### src/rtl/hazard_stall_ctrl.sv
// Pipeline sequencing controller: branch redirects, load-use stalls and
// multi-cycle mult/div holds for the F/D, D/X and X/M pipeline registers.
module hazard_stall_ctrl #(
    parameter int MD_TIMEOUT  = 64,
    parameter int STALL_CNT_W = 16
) (
    input  logic                   clock,
    input  logic                   reset_n,
    input  logic [4:0]             fd_rs1,
    input  logic [4:0]             fd_rs2,
    input  logic                   fd_uses_rs2,
    input  logic                   dx_is_load,
    input  logic [4:0]             dx_rd,
    input  logic                   x_redirect,
    input  logic                   x_md_start,
    input  logic                   md_ready,
    input  logic                   md_exception,
    input  logic                   stat_clear,
    output logic                   pc_we,
    output logic                   fd_we,
    output logic                   dx_we,
    output logic                   fd_flush,
    output logic                   dx_flush,
    output logic                   xm_bubble,
    output logic                   md_done,
    output logic                   md_fault,
    output logic [STALL_CNT_W-1:0] stall_count
);

    localparam int                WAIT_W    = $clog2(MD_TIMEOUT) + 1;
    localparam logic [WAIT_W-1:0] WAIT_LAST = WAIT_W'(MD_TIMEOUT - 1);

    typedef enum logic {
        RUN,
        MD_WAIT
    } state_t;

    state_t            state;
    logic [WAIT_W-1:0] wait_cnt;
    logic              load_use;
    logic              md_timeout;
    logic              md_release;

    // Register x0 is hardwired to zero, so a load targeting it never conflicts.
    assign load_use   = dx_is_load && (dx_rd != 5'd0) &&
                        ((dx_rd == fd_rs1) || (fd_uses_rs2 && (dx_rd == fd_rs2)));
    assign md_timeout = (wait_cnt == WAIT_LAST);
    assign md_release = md_ready || md_exception || md_timeout;

    always_comb begin
        pc_we     = 1'b0;
        fd_we     = 1'b0;
        dx_we     = 1'b0;
        fd_flush  = 1'b0;
        dx_flush  = 1'b0;
        xm_bubble = 1'b0;
        md_done   = 1'b0;
        md_fault  = 1'b0;
        if (reset_n) begin
            case (state)
                RUN: begin
                    if (x_redirect) begin
                        pc_we    = 1'b1;
                        fd_we    = 1'b1;
                        dx_we    = 1'b1;
                        fd_flush = 1'b1;
                        dx_flush = 1'b1;
                    end else if (x_md_start) begin
                        xm_bubble = 1'b1;
                    end else if (load_use) begin
                        dx_we    = 1'b1;
                        dx_flush = 1'b1;
                    end else begin
                        pc_we = 1'b1;
                        fd_we = 1'b1;
                        dx_we = 1'b1;
                    end
                end
                MD_WAIT: begin
                    if (md_release) begin
                        pc_we    = 1'b1;
                        fd_we    = 1'b1;
                        dx_we    = 1'b1;
                        md_done  = 1'b1;
                        md_fault = md_exception || md_timeout;
                    end else begin
                        xm_bubble = 1'b1;
                    end
                end
                default: begin
                    pc_we = 1'b1;
                    fd_we = 1'b1;
                    dx_we = 1'b1;
                end
            endcase
        end
    end

    // The wait counter stops at its last value rather than wrapping.
    always_ff @(posedge clock or negedge reset_n) begin
        if (!reset_n) begin
            state    <= RUN;
            wait_cnt <= '0;
        end else begin
            case (state)
                RUN: begin
                    if (!x_redirect && x_md_start) begin
                        state    <= MD_WAIT;
                        wait_cnt <= '0;
                    end
                end
                MD_WAIT: begin
                    if (md_release) begin
                        state <= RUN;
                    end else if (wait_cnt != WAIT_LAST) begin
                        wait_cnt <= wait_cnt + 1'b1;
                    end
                end
                default: begin
                    state    <= RUN;
                    wait_cnt <= '0;
                end
            endcase
        end
    end

    always_ff @(posedge clock or negedge reset_n) begin
        if (!reset_n) begin
            stall_count <= '0;
        end else if (stat_clear) begin
            stall_count <= '0;
        end else if (!pc_we && (stall_count != '1)) begin
            stall_count <= stall_count + 1'b1;
        end
    end

endmodule

### config.mk
export PLATFORM = sky130hd
export DESIGN_NAME = hazard_stall_ctrl
export DESIGN_NICKNAME = d
export VERILOG_FILES = /design/src/rtl/hazard_stall_ctrl.sv
export SDC_FILE = /design/constraint.sdc
export NUM_CORES = 1
export LEC_CHECK = 0
export CORE_MARGIN = 10
export CORE_UTILIZATION = 50
export DETAILED_ROUTE_END_ITERATION = 8
export PLACE_DENSITY = 0.85
export SYNTH_ARGS = -nofsm -noshare
export SYNTH_HDL_FRONTEND = slang
export SYNTH_SLANG_ARGS = --single-unit
### constraint.sdc
create_clock -name clock -period 3.3 [get_ports clock]
set_input_delay 0.66 -clock clock [delete_from_list [all_inputs] [get_ports clock]]
set_output_delay 0.66 -clock clock [all_outputs]
set_load 0.05 [all_outputs]
==> results.yml <==
outcome:
  status: "finished, final reports clean"
yosys:
  synthArstFlopShare_pct: 100
  syn_area_um2: 1520
  synth_seq_cells: 24
  syn-mean-instance-area_um2: 8.95
  synth_common_cells: "24 x dfrtp_1, 15 x a21oi_1, 14 x nand2_1, 14 x or3_1, 13 x xnor2_1"
  synth_warnings: 0
  seq_area_frac_synth_pct: 39.5
  postSynthCellCount: 170
  yosys-top-cells-area: "dfrtp_1 39%, xnor2_1 7.5%, or3_1 5.8%"
  yosysUniqueCellTypes: 41
  yosysMostFrequentCell: "dfrtp_1"
  synth_top_area_share_pct: 39.5
  synth_top_area_cell: "dfrtp_1"
  syn_nets: 196
  synth-main-ff-cell: "dfrtp_1"
  synth_edf_count: 0
placed_design:
  pre_cts_slack_ns: 0.0768
  gp_congestion: 0.936
  hpwl_mm: 3.35
  port_buffers: 47
  post-place-cells: 244
  postPlaceCellArea_um2: 2080
timing:
  rsz0062_at_grt: "no"
  fmax_ghz: 0.310
  drv_slew: 0
  finalWorstSetupSlack_ns: 0.0752
  fin_tns_setup_ns: 0
  tightest_slew_ns: 0.623
  finalCriticalPeriod_ns: 3.22
  setup_viol: 0
  slew_headroom_pct: 58.4
  skew_ns: 0.00627
  final-hold-violation-count: 0
  finalCritPeriodShare_pct: 97.7
pwr:
  p_leak_nw: 0.859
  clkPwrFrac_pct: 24.4
  power-per-cell-area_nw_per_um2: 307
  internal_power_uw: 451
  p_seq_share_pct: 48.3
  sw_frac_of_total_pct: 30.8
  ir_drop_v: 0.000223
  power.switching_uw: 201
  combPwrFrac_pct: 27.3
detailed_routing:
  vias: 1455
  viasPerCell: 5.87
  wl_per_cell_um: 17.2
  firstDrtPassIters: 4
  drt-initial-drc-count: 141
  antenna_left: 0
  drt_wl_total_mm: 4.27
  remaining_drc_errors: 0
global_route:
  overflow: 0
  antenna_found_initial: 0
  grt_max_degree: 28
  track_usage_pct: 15.1
  grt_pass1_vias: 1481
  grt_pass1_wl_mm: 6.88
worst_setup_path:
  arrival_ns: 2.56
  crit_path_start_kind: "input pin"
  r2r-end: "stall_count[4]$_DFFE_PN0P_"
  critPathRequiredTime_ns: 2.64
  rr_startpoint: "stall_count[0]$_DFFE_PN0P_"
  rr_worst_depth: 7
  reg2reg_slack_ns: 0.94
  cp_max_fo: 3
  end_kind: "primary output"
  startpoint: "dx_rd[1]"
  path_class: "in -> out"
clocking:
  root_buffer: "clkbuf_4"
  cts_tree: "yes"
  postCtsSetupBuffers: 0
  clk_pin_slew_worst_paths_ns: 0.13
  cts-buffers-inserted: 3
  clk-insertion-delay-late_ns: 0.32
  cts.sinks: 24
  cts_hold_buf: 0
  cts.htree.levels: 1
  cts_buffer_depth: 2
  cts_resized: 0
die:
  fp.dieH_um: 75.2
  start_util_pct: 53.8
  die_w_um: 75.2
  io_pins: 48
  core_area_um2: 2830
  die_area_um2: 5650
  rows: 19
final_layout:
  fin_area_um2: 2120
  nets: 244
  final_util_pct: 74.9
  layout.cells.non_filler: 248
  area_growth_pct: 39.2
  diodes: 0
  drive_above_1_share_pct: 11.5
min_path:
  hold_end: "wait_cnt[0]$_DFFE_PN0P_"
  min-delay-start: "wait_cnt[0]$_DFFE_PN0P_"
  hold_class: "reg -> reg"
  min_path_cells: 1
run:
  cap_viol_max_count: 0
worst max-delay path, cell delays in order:
cell and delay, ns:
clkdlybuf4s50_1 0.47, or4_1 0.57, o21ai_2 0.16, and2b_2 0.25
a21boi_2 0.27, buf_12 0.18
area by class of cell:
| class | count | area [µm²] |
|---|---|---|
| clock buffers | 4 | 36.3 |
| well taps | 31 | 38.8 |
| multi-input cells | 135 | 858 |
| flip-flops and latches | 24 | 601 |
| repair buffers | 49 | 566 |
| inverters | 5 | 18.8 |
| fillers | 193 | 711 |
worst max-delay path by stage:
stage / end / slack (ns) / cells after the start
3_3_place_gp: fd_we / 0.13 / 6
6_report: pc_we / 0.08 / 6
4_1_cts: pc_we / 0.07 / 6
5_1_grt: fd_we / 0.02 / 6
3_5_place_dp: pc_we / 0.08 / 6
2_1_floorplan: dx_flush / 0.04 / 6
logic make-up after synthesis:
| family | share of synthesized area, % |
|---|---|
| flops | 39.5 |
| compound gates | 15.8 |
| fa+ha+maj | 1.64 |
| simple gates | 29.1 |
| mux | 0.987 |
| buf+inv | 4.36 |
| xor+xnor | 8.64 |
power groups by stage:
stage / combinational [mW] / clock [mW] / sequential (mW)
2_1_floorplan: 0.0826 / 0 / 0.328
3_3_place_gp: 0.171 / 0 / 0.319
3_5_place_dp: 0.178 / 0 / 0.320
4_1_cts: 0.179 / 0.157 / 0.314
5_1_grt: 0.188 / 0.168 / 0.316
6_report: 0.178 / 0.159 / 0.314
state kept, by name, indices dropped and copies added, names as in the netlist:
register and flops:
state 1, stall_count 16, wait_cnt 7
routing by layer:
metal	global-route usage, %	vias up	share of wire (%)
met2	24.9	51	47
met5	0	-	0
met4	3.92	0	1.0
met1	18.8	696	43
li1	-	702	-
met3	4.60	6	9.4
cell usage in the layout, fill, tap and decap left out, types with 2 or more instances in the layout:
cell type	instances
nand3_1	12
and3_1	5
o21ai_0	10
xnor2_1	13
o31ai_1	2
or3_1	14
o21ai_1	4
nor2_1	12
nand2_1	14
clkdlybuf4s50_1	39
inv_1	5
and2_1	3
dfrtp_1	24
buf_12	8
buf_4	2
ha_1	2
a21oi_1	15
xor2_1	2
nand4_1	5
clkbuf_4	3
metrics by stage:
step,hold WS (ns),total power [mW]
finish,0.539,0.651
CTS,0.537,0.650
global route,0.577,0.672
detailed placement,0.516,0.498
floorplan,0.364,0.411
global placement,0.491,0.490
(Power assumes the default switching activity.)
